## config.mk

```make
export PLATFORM = sky130hd
export DESIGN_NAME = apb_timer_flat
export DESIGN_NICKNAME = d
export VERILOG_FILES = /design/src/rtl/soc_pkg.sv /design/src/rtl/apb_timer_if.sv /design/src/rtl/apb_resp_fsm.sv /design/src/rtl/apb_timer.sv /design/src/flat_wrapper.sv
export SDC_FILE = /design/constraint.sdc
export NUM_CORES = 1
export LEC_CHECK = 0
export ABC_AREA = 0
export CAP_MARGIN = 20
export CORE_UTILIZATION = 45
export DETAILED_ROUTE_END_ITERATION = 7
export PLACE_DENSITY = 0.68
export REMOVE_ABC_BUFFERS = 1
export SETUP_SLACK_MARGIN = 0.2
export SYNTH_ARGS = -nofsm -noshare
export SYNTH_HDL_FRONTEND = slang
export SYNTH_SLANG_ARGS = --single-unit
export TNS_END_PERCENT = 20
```

## constraint.sdc

```tcl
create_clock -name clk -period 3 [get_ports clk]
set_input_delay 0.6 -clock clk [delete_from_list [all_inputs] [get_ports clk]]
set_output_delay 0.6 -clock clk [all_outputs]
set_load 0.005 [all_outputs]
```

## src/rtl/soc_pkg.sv

```systemverilog
// Shared SoC definitions: APB timer register map, CTRL fields, APB handshake
// state encoding and reset constants, plus a byte-strobe merge helper.
package soc_pkg;

    localparam logic [4:0] MTIME_LO_OFF    = 5'h00;
    localparam logic [4:0] MTIME_HI_OFF    = 5'h04;
    localparam logic [4:0] MTIMECMP_LO_OFF = 5'h08;
    localparam logic [4:0] MTIMECMP_HI_OFF = 5'h0C;
    localparam logic [4:0] CTRL_OFF        = 5'h10;

    localparam int CTRL_EN_BIT    = 0;
    localparam int CTRL_PRESC_LSB = 8;
    localparam int CTRL_PRESC_MSB = 15;

    localparam logic [63:0] MTIMECMP_RST = 64'hFFFF_FFFF_FFFF_FFFF;

    typedef enum logic [1:0] {
        APB_IDLE  = 2'd0,
        APB_SETUP = 2'd1,
        APB_WAIT  = 2'd2,
        APB_RESP  = 2'd3
    } apb_state_e;

    // Replace only the bytes whose strobe is set.
    function automatic logic [31:0] strb_merge(input logic [31:0] old_val,
                                               input logic [31:0] new_val,
                                               input logic [3:0]  strb);
        logic [31:0] res;
        res = old_val;
        for (int i = 0; i < 4; i++) begin
            if (strb[i]) res[8*i +: 8] = new_val[8*i +: 8];
        end
        return res;
    endfunction

endpackage

```

## src/rtl/apb_timer_if.sv

```systemverilog
// APB bus bundle shared by the timer and its bus master.
interface apb_timer_if #(
    parameter int ADDR_WIDTH = 32,
    parameter int DATA_WIDTH = 32
);
    logic [ADDR_WIDTH-1:0] paddr;
    logic [DATA_WIDTH-1:0] pdata;
    logic [DATA_WIDTH-1:0] prdata;
    logic                  psel;
    logic                  penable;
    logic                  pwrite;
    logic [3:0]            pstb;
    logic                  pready;
    logic                  perr;

    modport master (
        output paddr, pdata, psel, penable, pwrite, pstb,
        input  prdata, pready, perr
    );

    modport slave (
        input  paddr, pdata, psel, penable, pwrite, pstb,
        output prdata, pready, perr
    );
endinterface

```

## src/rtl/apb_resp_fsm.sv

```systemverilog
// APB handshake sequencer with one wait state; reusable by any APB slave.
module apb_resp_fsm
    import soc_pkg::*;
(
    input  logic       clk,
    input  logic       rts,
    input  logic       psel,
    input  logic       penable,
    output apb_state_e state,
    output logic       pready,
    output logic       commit
);
    apb_state_e state_q, state_d;

    // NOTE: reset is sampled on the clock edge, so it lives inside the clocked branch.
    always_ff @(posedge clk) begin
        if (rts) state_q <= APB_IDLE;
        else     state_q <= state_d;
    end

    always_comb begin
        state_d = state_q;
        case (state_q)
            APB_IDLE:  if (psel && !penable) state_d = APB_SETUP;
            APB_SETUP: if (psel && penable)  state_d = APB_WAIT;
            APB_WAIT:  state_d = APB_RESP;
            APB_RESP:  state_d = APB_IDLE;
            default:   state_d = APB_IDLE;
        endcase
        if (!psel) state_d = APB_IDLE;
    end

    assign state  = state_q;
    assign pready = (state_q == APB_RESP);
    assign commit = (state_q == APB_RESP) && psel;
endmodule

```

## src/rtl/apb_timer.sv

```systemverilog
// 64-bit machine timer with compare interrupt behind an APB slave port.
// Define TIMER_PRESCALE_EN to enable the CTRL[15:8] tick prescaler.
module apb_timer
    import soc_pkg::*;
#(
    parameter int ADDR_WIDTH = 32,
    parameter int DATA_WIDTH = 32
) (
    input  logic       clk,
    input  logic       rts,
    apb_timer_if.slave apb,
    output logic       irq
);
    localparam int OFF_W = (ADDR_WIDTH < 5) ? ADDR_WIDTH : 5;

    apb_state_e state;
    logic       commit;

    logic [63:0]           mtime_q, mtime_d;
    logic [63:0]           cmp_q, cmp_d;
    logic [31:0]           snap_q, snap_d;
    logic                  en_q, en_d;
    logic                  irq_q, irq_d;
    logic                  perr_q, perr_d;
    logic [DATA_WIDTH-1:0] prdata_q, prdata_d;
`ifdef TIMER_PRESCALE_EN
    logic [7:0]            presc_q, presc_d;
    logic [7:0]            cnt_q, cnt_d;
`endif

    logic [4:0]  off;
    logic        addr_err, wr_commit, rd_load, tick;
    logic [31:0] ctrl_rd, rd_val;

    apb_resp_fsm u_fsm (
        .clk     (clk),
        .rts     (rts),
        .psel    (apb.psel),
        .penable (apb.penable),
        .state   (state),
        .pready  (apb.pready),
        .commit  (commit)
    );

    assign off = 5'(apb.paddr[OFF_W-1:0]);

    // NOTE: every always_comb output gets a default first so no path can infer a latch.
    always_comb begin
        addr_err  = (off > CTRL_OFF) || (off[1:0] != 2'b00);
        wr_commit = commit && apb.pwrite && !addr_err;
        rd_load   = (state == APB_WAIT) && apb.psel;

        ctrl_rd = '0;
        ctrl_rd[CTRL_EN_BIT] = en_q;
`ifdef TIMER_PRESCALE_EN
        ctrl_rd[CTRL_PRESC_MSB:CTRL_PRESC_LSB] = presc_q;
`endif
        case (off)
            MTIME_LO_OFF:    rd_val = mtime_q[31:0];
            MTIME_HI_OFF:    rd_val = snap_q;
            MTIMECMP_LO_OFF: rd_val = cmp_q[31:0];
            MTIMECMP_HI_OFF: rd_val = cmp_q[63:32];
            CTRL_OFF:        rd_val = ctrl_rd;
            default:         rd_val = '0;
        endcase

        // Read data exists only during RESP; errors and writes return zero.
        prdata_d = '0;
        perr_d   = 1'b0;
        snap_d   = snap_q;
        if (rd_load) begin
            perr_d = addr_err;
            if (!addr_err && !apb.pwrite) begin
                prdata_d = DATA_WIDTH'(rd_val);
                if (off == MTIME_LO_OFF) snap_d = mtime_q[63:32];
            end
        end

        en_d = en_q;
`ifdef TIMER_PRESCALE_EN
        presc_d = presc_q;
        cnt_d   = cnt_q;
        tick    = 1'b0;
        if (en_q) begin
            if (cnt_q == presc_q) begin
                tick  = 1'b1;
                cnt_d = '0;
            end else begin
                cnt_d = cnt_q + 8'd1;
            end
        end
`else
        tick = en_q;
`endif

        cmp_d   = cmp_q;
        mtime_d = tick ? mtime_q + 64'd1 : mtime_q;
        if (wr_commit) begin
            case (off)
                MTIME_LO_OFF:    mtime_d = {mtime_q[63:32], strb_merge(mtime_q[31:0], apb.pdata, apb.pstb)};
                MTIME_HI_OFF:    mtime_d = {strb_merge(mtime_q[63:32], apb.pdata, apb.pstb), mtime_q[31:0]};
                MTIMECMP_LO_OFF: cmp_d[31:0]  = strb_merge(cmp_q[31:0], apb.pdata, apb.pstb);
                MTIMECMP_HI_OFF: cmp_d[63:32] = strb_merge(cmp_q[63:32], apb.pdata, apb.pstb);
                CTRL_OFF: begin
                    if (apb.pstb[0]) en_d = apb.pdata[CTRL_EN_BIT];
`ifdef TIMER_PRESCALE_EN
                    if (apb.pstb[1]) presc_d = apb.pdata[CTRL_PRESC_MSB:CTRL_PRESC_LSB];
                    if (|apb.pstb)   cnt_d   = '0;
`endif
                end
                default: ;
            endcase
        end

        irq_d = en_q && (mtime_q >= cmp_q);
    end

    always_ff @(posedge clk) begin
        if (rts) begin
            mtime_q  <= '0;
            cmp_q    <= MTIMECMP_RST;
            snap_q   <= '0;
            en_q     <= 1'b0;
            irq_q    <= 1'b0;
            perr_q   <= 1'b0;
            prdata_q <= '0;
`ifdef TIMER_PRESCALE_EN
            presc_q  <= '0;
            cnt_q    <= '0;
`endif
        end else begin
            mtime_q  <= mtime_d;
            cmp_q    <= cmp_d;
            snap_q   <= snap_d;
            en_q     <= en_d;
            irq_q    <= irq_d;
            perr_q   <= perr_d;
            prdata_q <= prdata_d;
`ifdef TIMER_PRESCALE_EN
            presc_q  <= presc_d;
            cnt_q    <= cnt_d;
`endif
        end
    end

    assign apb.prdata = prdata_q;
    assign apb.perr   = perr_q;
    assign irq        = irq_q;
endmodule

```

## src/flat_wrapper.sv

```systemverilog
// flat-port wrapper written by rule: the top's interface ports become plain ports
module apb_timer_flat import soc_pkg::*;
#(
    parameter int ADDR_WIDTH = 32,
    parameter int DATA_WIDTH = 32
)
  (clk, rts, irq, apb_paddr, apb_pdata, apb_psel, apb_penable, apb_pwrite, apb_pstb, apb_prdata, apb_pready, apb_perr);
  apb_timer_if #(.ADDR_WIDTH(ADDR_WIDTH), .DATA_WIDTH(DATA_WIDTH)) apb_i ();
  input  logic clk;
  input  logic rts;
  output logic irq;
  input wire logic [$bits(apb_i.paddr)-1:0] apb_paddr;
  input wire logic [$bits(apb_i.pdata)-1:0] apb_pdata;
  input wire logic [$bits(apb_i.psel)-1:0] apb_psel;
  input wire logic [$bits(apb_i.penable)-1:0] apb_penable;
  input wire logic [$bits(apb_i.pwrite)-1:0] apb_pwrite;
  input wire logic [$bits(apb_i.pstb)-1:0] apb_pstb;
  output wire logic [$bits(apb_i.prdata)-1:0] apb_prdata;
  output wire logic [$bits(apb_i.pready)-1:0] apb_pready;
  output wire logic [$bits(apb_i.perr)-1:0] apb_perr;
  assign apb_i.paddr = apb_paddr;
  assign apb_i.pdata = apb_pdata;
  assign apb_i.psel = apb_psel;
  assign apb_i.penable = apb_penable;
  assign apb_i.pwrite = apb_pwrite;
  assign apb_i.pstb = apb_pstb;
  assign apb_prdata = apb_i.prdata;
  assign apb_pready = apb_i.pready;
  assign apb_perr = apb_i.perr;
  apb_timer #(.ADDR_WIDTH(ADDR_WIDTH), .DATA_WIDTH(DATA_WIDTH)) u_core (.clk(clk), .rts(rts), .apb(apb_i), .irq(irq));
endmodule
```

# Word-level counts from Yosys, hierarchy flattened
# Cells that the tools add are included.
# totals
out_inout_bits,35
word_cells,95
regBits,197
# op_classes
add_sub_neg,1
eq_ne,19
n_bitwise,3
muxes,11
reduce_logical,37
magnitude_cmp,2
# ops
cell,count
$pmux W32 S5,1
$mux W64,2
$pmux W64 S2,1
$add A64 B1 Y64 const B,1
$ge A64 B64 Y1,1
$mux W8,4
$reduce_and A3 Y1,10
$ne A3 B3 Y1 const B,8
$reduce_and A2 Y1,9
$eq A5 B4 Y1 const B,2
$logic_and A1 B1 Y1,8
$ne A2 B2 Y1 const B,4
$pmux W2 S4,1
$eq A5 B3 Y1 const B,1
$eq A5 B5 Y1 const B,1
$gt A5 B5 Y1 const B,1
$logic_not A5 Y1,1
$eq A2 B2 Y1 const B,2
$mux W2,2
$reduce_or A2 Y1,2
$logic_not A1 Y1,3
$not A1 Y1,3
$reduce_or A3 Y1,1
$eq A2 B1 Y1 const B,1
other kinds (3),3

# Logic depth before layout (Yosys ltp)
# Gate-level depths: netlist of the first run.
# depth
ltp_word,6
depth_mapped,10

# Cells and area by module
# Synthesis of the first run repeated with hierarchy kept, for this count alone.
# unflattened
hier_cells,1369
area_unflattened_um2,10730.3
# modules_own_cells
mod,instances,area_each_um2,cells_each
apb_timer,1,10502.6,1346
apb_resp_fsm,1,227.7,23

# Least setup slack after synthesis of the first run
# No wires, ideal clock.
# synth_path
path_kind,input -> register
start,in apb_paddr[4]
end,reg u_core.cmp_q[28]
setup_ps,120
t_arrival_ps,2511
stages,9
n_path_buf,3
setup_slack_ps,370
path_cell_list,buf_2 -> or3_1 -> nor3b_2 -> and4_1 -> clkbuf_1 -> and2_1 -> buf_2 -> nor2_1 -> a211o_1
# synth_via
elab_chain_cells,5
# synth_rtl
item,line_no,source
"start, declared",flat_wrapper.sv:12,input wire logic [$bits(apb_i.paddr)-1:0] apb_paddr;
$gt A5 B5 Y1,apb_timer.sv:49,addr_err = (off > CTRL_OFF) || (off[1:0] != 2'b00);
$logic_or A1 B1 Y1,apb_timer.sv:49,
$logic_not A1 Y1,apb_timer.sv:50,wr_commit = commit && apb.pwrite && !addr_err;
$logic_and A1 B1 Y1,apb_timer.sv:50,
$reduce_and A3 Y1 (no source line) (*),-,
"end signal, assigned",apb_timer.sv:133,cmp_q <= cmp_d;
"end, declared",apb_timer.sv:20,"logic [63:0] cmp_q, cmp_d;"
# Every way passes the cells marked *; elsewhere a longest branch is shown, timed or not.
# A chain may end at the register's enable or synchronous reset.

# Worst setup path after layout of the first run
# layout_path
start,reg u_core.mtime_q[35]
end,reg u_core.mtime_q[59]
# layout_via
elab_chain_cells,4
# layout_rtl
item,line_no,source
"start, declared",apb_timer.sv:19,"logic [63:0] mtime_q, mtime_d;"
"start signal, assigned",apb_timer.sv:132,mtime_q <= mtime_d;
$add A64 B1 Y64 (*),apb_timer.sv:97,mtime_d = tick ? mtime_q + 64'd1 : mtime_q;
$mux W64 (*),apb_timer.sv:97,
$pmux W64 S2,apb_timer.sv:99,case (off)
$mux W64 (*),apb_timer.sv:98,if (wr_commit) begin
# Marks and branches as above.

==> out/qor.json, run 1 <==
{
  "post-route-min-period": {"value": 2.70, "unit": "ns"},
  "fp.coreArea": {"value": 24500, "unit": "um^2"},
  "unrepaired_setup_endpoints_after_global_routing": {"value": "no"},
  "period_utilisation_layout": {"value": 90.0, "unit": "%"},
  "first_pass_iters": {"value": 7},
  "timing.hold.ws": {"value": 0.462, "unit": "ns"},
  "cts.path.max_buffers": {"value": 2},
  "worst_r2r_path_depth": {"value": 6},
  "max_slew.worst_pin.slew": {"value": 0.839, "unit": "ns"},
  "finalHoldViolations": {"value": 0},
  "floorplan.die_area": {"value": 25800, "unit": "um^2"},
  "delay_of_the_slowest_cell_on_the_worst_path": {"value": 0.61, "unit": "ns"},
  "via_count_of_the_first_global_routing_pass": {"value": 11400},
  "cts_root_buf": {"value": "sky130_fd_sc_hd__clkbuf_16"},
  "slew_violations": {"value": 0},
  "grt_antenna_before_repair": {"value": 0},
  "via_per_inst": {"value": 6.25},
  "remaining_drc_errors": {"value": 0},
  "place_hpwl": {"value": 32.1, "unit": "mm"},
  "global_route.usage.total": {"value": 33.6, "unit": "%"},
  "dpl_worst_slack": {"value": -0.0832, "unit": "ns"},
  "reg_clk_slew_reported_paths": {"value": 0.08, "unit": "ns"},
  "floorplan.initialDensity": {"value": 46.2, "unit": "%"},
  "end_of_flow_core_utilization": {"value": 56.6, "unit": "%"},
  "reg2reg_setup_slack": {"value": 0.30, "unit": "ns"},
  "hold_path.class": {"value": "reg2reg"},
  "worst_ep_required_time": {"value": 3.35, "unit": "ns"},
  "synthesis.instances": {"value": 1479},
  "post_drt_wl_per_cell": {"value": 22.1, "unit": "um"},
  "finalWorstSetupSlack": {"value": 0.301, "unit": "ns"},
  "final_nets": {"value": 1763},
  "die_y": {"value": 161, "unit": "um"},
  "worst_ir_drop_vdd": {"value": 0.231, "unit": "mV"},
  "timing.fmax": {"value": 0.371, "unit": "GHz"},
  "ant_nets": {"value": 0},
  "crit_path_end_kind": {"value": "flop"},
  "finalClockSkew": {"value": 0.00988, "unit": "ns"},
  "grt_start_max_net_pins": {"value": 44},
  "dr_total_vias": {"value": 12200},
  "power": {"value": 5.26, "unit": "mW"},
  "timing.critical_path.slowest_stage_cell": {"value": "sky130_fd_sc_hd__nor4_1"},
  "dp_cells": {"value": 1925},
  "synthArstFlopShare": {"value": 0, "unit": "%"},
  "postSynth.topFlopCell": {"value": "sky130_fd_sc_hd__dfxtp_1"},
  "final-instance-count-excl-fill": {"value": 1957},
  "relSlewSlack": {"value": 43.7, "unit": "%"},
  "cts_inserted_buffers": {"value": 17},
  "buffer_ports.inserted": {"value": 80},
  "status": {"value": "completed"},
  "clock_network_latency_to_the_later_pin_of_the_worst_skew_pair": {"value": 0.44, "unit": "ns"},
  "syn_warnings": {"value": 0},
  "critical_path.cell_chain": {"value": "nand4_1 > or4_1 > nor4_1 > nand3_1 > o31a_1 > o32ai_1"},
  "tritoncts": {"value": "done"},
  "syn_std_cell_area": {"value": 11300, "unit": "um^2"},
  "min_delay_path_depth": {"value": 2},
  "post_synth_num_cell_types": {"value": 65},
  "antenna_cells": {"value": 0},
  "postSynthAreaPerCell": {"value": 7.66, "unit": "um^2"},
  "grt-ovfl-total": {"value": 0},
  "multi_input_area": {"value": 6770, "unit": "um^2"},
  "row_count": {"value": 57},
  "p_leak": {"value": 5.59, "unit": "nW"},
  "synth_enable_flop_cells": {"value": 0},
  "power_density_over_cell_area": {"value": 378, "unit": "nW/um^2"},
  "critical_path.max_fanout": {"value": 7},
  "setup-tns-final": {"value": 0, "unit": "ns"},
  "area_delta_synth_final": {"value": 22.6, "unit": "%"},
  "maxCapViolations": {"value": 0},
  "drt-total-wl": {"value": 43.3, "unit": "mm"},
  "drt_iter0_drc": {"value": 1428},
  "data_arrival_time_of_the_worst_path": {"value": 3.05, "unit": "ns"},
  "place_congestion": {"value": 1.01},
  "yosys_register_bits": {"value": 197},
  "startpoint_class_of_the_critical_path": {"value": "flop"},
  "synth.yosys.seq_area_share": {"value": 34.8, "unit": "%"},
  "layout.filler_cells": {"value": 2306},
  "final-setup-viol-count": {"value": 0},
  "grt_first_pass_wirelength": {"value": 66.6, "unit": "mm"},
  "placed_instance_area": {"value": 13300, "unit": "um^2"},
  "drive_gt1_share": {"value": 11.6, "unit": "%"},
  "ios": {"value": 108},
  "regArea": {"value": 3950, "unit": "um^2"},
  "finish.instance_area": {"value": 13900, "unit": "um^2"},
  "die_w": {"value": 161, "unit": "um"},
  "clock-sinks": {"value": 197},
  "setup.worst_path.class": {"value": "reg2reg"},
  "cts.htree.levels": {"value": 4}
}
==> area by class of cell <==
type                       instances  share of cell area (%)
multi-input combinational       1111                    48.7
clock inverter                    13                   0.991
sequential                       197                    28.4
inverter                          79                    2.13
clock buffer                      19                    3.19
timing repair buffer             214                    13.6
tap                              324                    2.92
==> cell usage after synthesis (8+ instances only) <==
cell type                    n  area share [%]
sky130_fd_sc_hd__o21ai_0    69             3.0
sky130_fd_sc_hd__and3_1     23             1.3
sky130_fd_sc_hd__or4_1       8            0.53
sky130_fd_sc_hd__clkbuf_1   75             2.5
sky130_fd_sc_hd__ha_1       70             7.7
sky130_fd_sc_hd__a22oi_1    76             5.0
sky130_fd_sc_hd__nor4_1     28             1.5
sky130_fd_sc_hd__nand4_1    35             1.9
sky130_fd_sc_hd__o211ai_1   26             1.7
sky130_fd_sc_hd__a21o_1      9            0.60
sky130_fd_sc_hd__and4_1     14             1.1
sky130_fd_sc_hd__a21oi_1   134             5.9
sky130_fd_sc_hd__a211o_1    27             2.1
sky130_fd_sc_hd__inv_1      79             2.6
sky130_fd_sc_hd__nand2_1   206             6.8
sky130_fd_sc_hd__dfxtp_1   197              35
sky130_fd_sc_hd__a31oi_1    22             1.2
sky130_fd_sc_hd__nand3_1    47             2.1
sky130_fd_sc_hd__buf_2      14            0.62
sky130_fd_sc_hd__nor2_1    120             4.0
sky130_fd_sc_hd__and2_1     13            0.72
sky130_fd_sc_hd__o31ai_1    10            0.66
sky130_fd_sc_hd__or2_2       9            0.50
sky130_fd_sc_hd__a32o_1     11            0.97
sky130_fd_sc_hd__nor3_1     37             1.6
==> routing by layer <==
| layer | part of all wire (%) | global-route usage [%] | vias up | wire length [um] |
|---|---|---|---|---|
| met2 | 44 | 51.9 | 636 | 19000 |
| met5 | 0 | 0 | - | 0 |
| met1 | 43 | 46.0 | 5791 | 18800 |
| met3 | 8.4 | 5.50 | 91 | 3660 |
| li1 | - | - | 5710 | - |
| met4 | 4.1 | 14.8 | 0 | 1780 |
==> layout by cell type (no fill, tap or decap), drive strengths merged, types with 9 or more instances in the layout <==
cell	Yosys	layout
nand2	206	206
dfxtp	197	197
buf	17	135
a21oi	134	134
nor2	120	120
inv	79	85
clkdlybuf4s50	0	79
a22oi	76	76
o21ai	74	74
ha	70	70
nand3	48	48
nor3	39	39
nand4	35	35
nor4	29	29
a211o	27	27
o211ai	26	26
and3	23	23
a31oi	22	22
clkbuf	75	19
and4	14	14
and2	14	14
a32o	11	11
o31ai	10	10
or2	9	9
a21o	9	9
or4	9	9
==> power breakdown <==
group          switching (mW)  internal [mW]  total [mW]  leakage [nW]
Combinational           0.159          0.102       0.260          3.72
Clock                    1.17           1.20        2.37         0.273
Sequential             0.0133           2.62        2.63          1.59
==> final timing paths <==
| path | from | end |
|---|---|---|
| setup / recovery | u_core.mtime_q[35]$_SDFFE_PP0P_ | u_core.mtime_q[59]$_SDFFE_PP0P_ |
| hold reg to reg | u_core.snap_q[4]$_SDFFE_PP0P_ | u_core.snap_q[4]$_SDFFE_PP0P_ |
| hold / removal | u_core.snap_q[4]$_SDFFE_PP0P_ | u_core.snap_q[4]$_SDFFE_PP0P_ |
| setup reg to reg | u_core.mtime_q[35]$_SDFFE_PP0P_ | u_core.mtime_q[59]$_SDFFE_PP0P_ |
==> state kept, by name (all words and copies together) (netlist names) <==
register / count
u_core.en_q: 1
u_core.snap_q: 32
u_core.apb.perr: 1
u_core.cmp_q: 64
u_core.mtime_q: 64
u_core.u_fsm.state: 2
u_core.apb.prdata: 32
u_core.irq: 1
==> repair_timing <==
action                                  CTS  global route
endpoints found under the hold margin     0             0
resized for setup                         0             2
endpoints found under the setup margin    0             1
hold buffers                              0             0
buffers inserted                          0             0
==> logic make-up after synthesis <==
| family | Yosys count | share of synthesized area [%] |
|---|---|---|
| xor+xnor | 4 | 0.309 |
| compound gates | 452 | 26.1 |
| flops | 197 | 34.8 |
| fa+ha+maj | 70 | 7.73 |
| mux | 7 | 0.618 |
| simple gates | 578 | 24.6 |
| buf+inv | 171 | 5.85 |
==> critical path, delay by kind of cell (launching register included) <==
kind             cells  cell delay (ns)
flip-flops           1             0.48
AND/OR/NAND/NOR      4             1.62
AO/OA/AOI/OAI        2             0.52
Note: power is estimated with default switching activity, not from simulation.
==> run 2, diff against run 1 <==
--- a/config.mk
+++ b/config.mk
@@ -9,6 +9,7 @@
 export CAP_MARGIN = 20
 export CORE_UTILIZATION = 45
 export DETAILED_ROUTE_END_ITERATION = 7
+export HOLD_SLACK_MARGIN = 0.02
 export PLACE_DENSITY = 0.68
 export REMOVE_ABC_BUFFERS = 1
 export SETUP_SLACK_MARGIN = 0.2
==> results of run 2 <==
Same layout as run 1: the final DEF is identical, and so are final timing and power.
==> run 3, diff against run 2 <==
--- a/config.mk
+++ b/config.mk
@@ -7,6 +7,7 @@
 export LEC_CHECK = 0
 export ABC_AREA = 0
 export CAP_MARGIN = 20
+export CORE_MARGIN = 4
 export CORE_UTILIZATION = 45
 export DETAILED_ROUTE_END_ITERATION = 7
 export HOLD_SLACK_MARGIN = 0.02
==> run 3 against run 2 <==
Effect of this change: core utilization is essentially flat; first-iteration DRC count grew 2.4%; worst setup slack lost 0.035 ns; critical path type unchanged; clock power is essentially flat; sequential share of layout area is essentially flat; clock skew grew 0.0038 ns; final cell count shrank 0.10%; via count shrank 0.30%.
==> out/qor.json, run 3 (synthesis gave the netlist of run 1 again) <==
{
  "cts.path.max_buffers": {"value": 2, "change": "unchanged"},
  "commonest_non_fill_non_tap_cell_in_the_layout": {"value": "sky130_fd_sc_hd__nand2_1", "change": "unchanged"},
  "power_density_over_cell_area": {"value": 381, "unit": "nW/um^2", "change": "was 378 nW/um^2"},
  "drive_gt1_share": {"value": 11.6, "unit": "%", "change": "about the same"},
  "finalClockSkew": {"value": 0.0137, "unit": "ns", "change": "was 0.00988 ns"},
  "grt-ovfl-total": {"value": 0, "change": "unchanged"},
  "critical_path.max_fanout": {"value": 6, "change": "was 7"},
  "floorplan.die_area": {"value": 27800, "unit": "um^2", "change": "was 25800 um^2"},
  "fp.coreArea": {"value": 24500, "unit": "um^2", "change": "unchanged"},
  "cts_post_setup_buffers_inserted": {"value": 0, "change": "unchanged"},
  "worst_ep_required_time": {"value": 3.30, "unit": "ns", "change": "was 3.35 ns"},
  "via_per_inst": {"value": 6.24, "change": "was 6.25"},
  "ant_nets": {"value": 0, "change": "unchanged"},
  "place_congestion": {"value": 1.05, "change": "was 1.01"},
  "r2r-start": {"value": "u_core.mtime_q[0]$_SDFFE_PP0P_", "change": "was u_core.mtime_q[35]$_SDFFE_PP0P_"},
  "floorplan.initialDensity": {"value": 46.2, "unit": "%", "change": "unchanged"},
  "finalHoldViolations": {"value": 0, "change": "unchanged"},
  "unrepaired_setup_endpoints_after_global_routing": {"value": "no", "change": "unchanged"},
  "relSlewSlack": {"value": 45.7, "unit": "%", "change": "was 43.7%"},
  "worst_ir_drop_vdd": {"value": 0.274, "unit": "mV", "change": "was 0.231 mV"},
  "final_nets": {"value": 1761, "change": "was 1763"},
  "timing.fmax": {"value": 0.366, "unit": "GHz", "change": "was 0.371 GHz"},
  "ios": {"value": 108, "change": "unchanged"},
  "remaining_drc_errors": {"value": 0, "change": "unchanged"},
  "die_w": {"value": 167, "unit": "um", "change": "was 161 um"},
  "hp_start": {"value": "u_core.snap_q[11]$_SDFFE_PP0P_", "change": "was u_core.snap_q[4]$_SDFFE_PP0P_"},
  "place_hpwl": {"value": 32.0, "unit": "mm", "change": "was 32.1 mm"},
  "most-common-layout-cells": {"value": "sky130_fd_sc_hd__nand2_1 (206), sky130_fd_sc_hd__dfxtp_1 (196), sky130_fd_sc_hd__a21oi_1 (134)", "change": "unchanged"},
  "area_delta_synth_final": {"value": 22.5, "unit": "%", "change": "was 22.6%"},
  "finalWorstSetupSlack": {"value": 0.266, "unit": "ns", "change": "was 0.301 ns"},
  "row_count": {"value": 57, "change": "unchanged"},
  "grt_antenna_before_repair": {"value": 0, "change": "unchanged"},
  "period_utilisation_layout": {"value": 91.1, "unit": "%", "change": "was 90.0%"},
  "startpoint_class_of_the_critical_path": {"value": "flop", "change": "unchanged"},
  "clock_network_latency_to_the_later_pin_of_the_worst_skew_pair": {"value": 0.45, "unit": "ns", "change": "was 0.44 ns"},
  "first_pass_iters": {"value": 5, "change": "was 7"},
  "dpl_worst_slack": {"value": -0.0279, "unit": "ns", "change": "was -0.0832 ns"},
  "drt-total-wl": {"value": 42.9, "unit": "mm", "change": "was 43.3 mm"},
  "post_drt_wl_per_cell": {"value": 22.0, "unit": "um", "change": "was 22.1 um"},
  "reg_clk_slew_reported_paths": {"value": 0.08, "unit": "ns", "change": "about the same"},
  "post-route-min-period": {"value": 2.73, "unit": "ns", "change": "was 2.70 ns"},
  "final-setup-viol-count": {"value": 0, "change": "unchanged"},
  "max_slew.worst_pin.slew": {"value": 0.809, "unit": "ns", "change": "was 0.839 ns"},
  "cts_root_buf": {"value": "sky130_fd_sc_hd__clkbuf_16", "change": "unchanged"},
  "end_of_flow_core_utilization": {"value": 56.6, "unit": "%", "change": "about the same"},
  "cts.htree.levels": {"value": 4, "change": "unchanged"},
  "maxCapViolations": {"value": 0, "change": "unchanged"},
  "drt_iter0_drc": {"value": 1462, "change": "was 1428"},
  "p_leak": {"value": 5.59, "unit": "nW", "change": "about the same"},
  "antenna_cells": {"value": 0, "change": "unchanged"},
  "cts-hold-fix-buffers": {"value": 0, "change": "unchanged"},
  "grt_first_pass_wirelength": {"value": 66.1, "unit": "mm", "change": "was 66.6 mm"},
  "buffer_ports.inserted": {"value": 80, "change": "unchanged"},
  "setup.worst_path.class": {"value": "reg2reg", "change": "unchanged"},
  "status": {"value": "completed", "change": "unchanged"},
  "crit_path_end_kind": {"value": "flop", "change": "unchanged"},
  "biggestRegsByFlops": {"value": "u_core.cmp_q x64, u_core.mtime_q x64", "change": "unchanged"},
  "via_count_of_the_first_global_routing_pass": {"value": 11400, "change": "about the same"},
  "slew_violations": {"value": 0, "change": "unchanged"},
  "dr_total_vias": {"value": 12200, "change": "about the same"},
  "hold_path.class": {"value": "reg2reg", "change": "unchanged"},
  "cts_inserted_buffers": {"value": 17, "change": "unchanged"},
  "grt_start_max_net_pins": {"value": 89, "change": "was 44"},
  "clock-sinks": {"value": 197, "change": "unchanged"},
  "global_route.usage.total": {"value": 29.9, "unit": "%", "change": "was 33.6%"},
  "data_arrival_time_of_the_worst_path": {"value": 3.04, "unit": "ns", "change": "was 3.05 ns"},
  "tritoncts": {"value": "done", "change": "unchanged"},
  "die_y": {"value": 167, "unit": "um", "change": "was 161 um"},
  "critical_path.startpoint": {"value": "u_core.mtime_q[0]$_SDFFE_PP0P_", "change": "was u_core.mtime_q[35]$_SDFFE_PP0P_"}
}
[run 3: cell types whose count changed in the layout (fill, tap and decap cells not counted), sizes merged]
cell	delta
buf	-2
clkbuf	-1
clkinv	+2
clkinvlp	-2
inv	+1
[run 3: final timing paths]
kind | end | slack, ns | cells past startpoint
worst min-delay path | u_core.snap_q[11]$_SDFFE_PP0P_ | 0.46 | 2
worst max-delay path | u_core.irq$_SDFF_PP0_ | 0.27 | 9
worst min register to register | u_core.snap_q[11]$_SDFFE_PP0P_ | 0.46 | 2
worst max register to register | u_core.irq$_SDFF_PP0_ | 0.27 | 9
[run 3: critical path, cell delays in order, from the launching register on]
cell and delay, ns:
sky130_fd_sc_hd__dfxtp_2 0.40, sky130_fd_sc_hd__inv_1 0.08, sky130_fd_sc_hd__ha_1 0.27, sky130_fd_sc_hd__nand2b_1 0.15
sky130_fd_sc_hd__a2111oi_1 0.47, sky130_fd_sc_hd__o31a_1 0.37, sky130_fd_sc_hd__o211ai_1 0.19, sky130_fd_sc_hd__a221oi_1 0.34
sky130_fd_sc_hd__buf_4 0.19, sky130_fd_sc_hd__o21ai_0 0.13
[run 3: repair_timing]
action	in CTS	in global routing
pin swaps	1	1
cloned	0	0
setup endpoints to repair	1	1
gates resized for setup	1	1
[run 3: routing by layer]
| metal | share of wire, % | track usage, % |
|---|---|---|
| met1 | 44 | 42.0 |
| met2 | 44 | 47.7 |
| met3 | 8.3 | 3.72 |
| met4 | 3.3 | 10.2 |
| met5 | 0 | 0 |
[run 3: through the flow]
| step | std cells | total power [mW] | hold WS [ns] | setup TNS, ns | area, um^2 |
|---|---|---|---|---|---|
| 6_report | 1955 | 5.29 | 0.458 | 0 | 13900 |
| 5_1_grt | 1955 | 5.42 | 0.480 | 0 | 13900 |
| 4_1_cts | 1955 | 5.31 | 0.457 | 0 | 13900 |
| 3_5_place_dp | 1923 | 2.95 | 0.447 | -0.0279 | 13300 |
| 3_3_place_gp | 1923 | 2.95 | 0.444 | -0.00978 | 13300 |
| 2_1_floorplan | 1387 | 2.75 | 0.431 | -67.35 | 11000 |
[run 3: final cells by class]
class | instances | area, um^2
fillers | 2348 | 10700
repair buffers | 212 | 1860
inverters | 79 | 297
well taps | 324 | 405
clock inverters | 14 | 161
multi-input cells | 1111 | 6770
flip-flops and latches | 197 | 3950
clock buffers | 18 | 439
[run 3: where the power goes]
| group | switching, mW | leakage (nW) | internal, mW | total (mW) |
|---|---|---|---|---|
| logic | 0.164 | 3.71 | 0.104 | 0.268 |
| registers | 0.00671 | 1.59 | 2.62 | 2.62 |
| clock network | 1.19 | 0.288 | 1.21 | 2.40 |
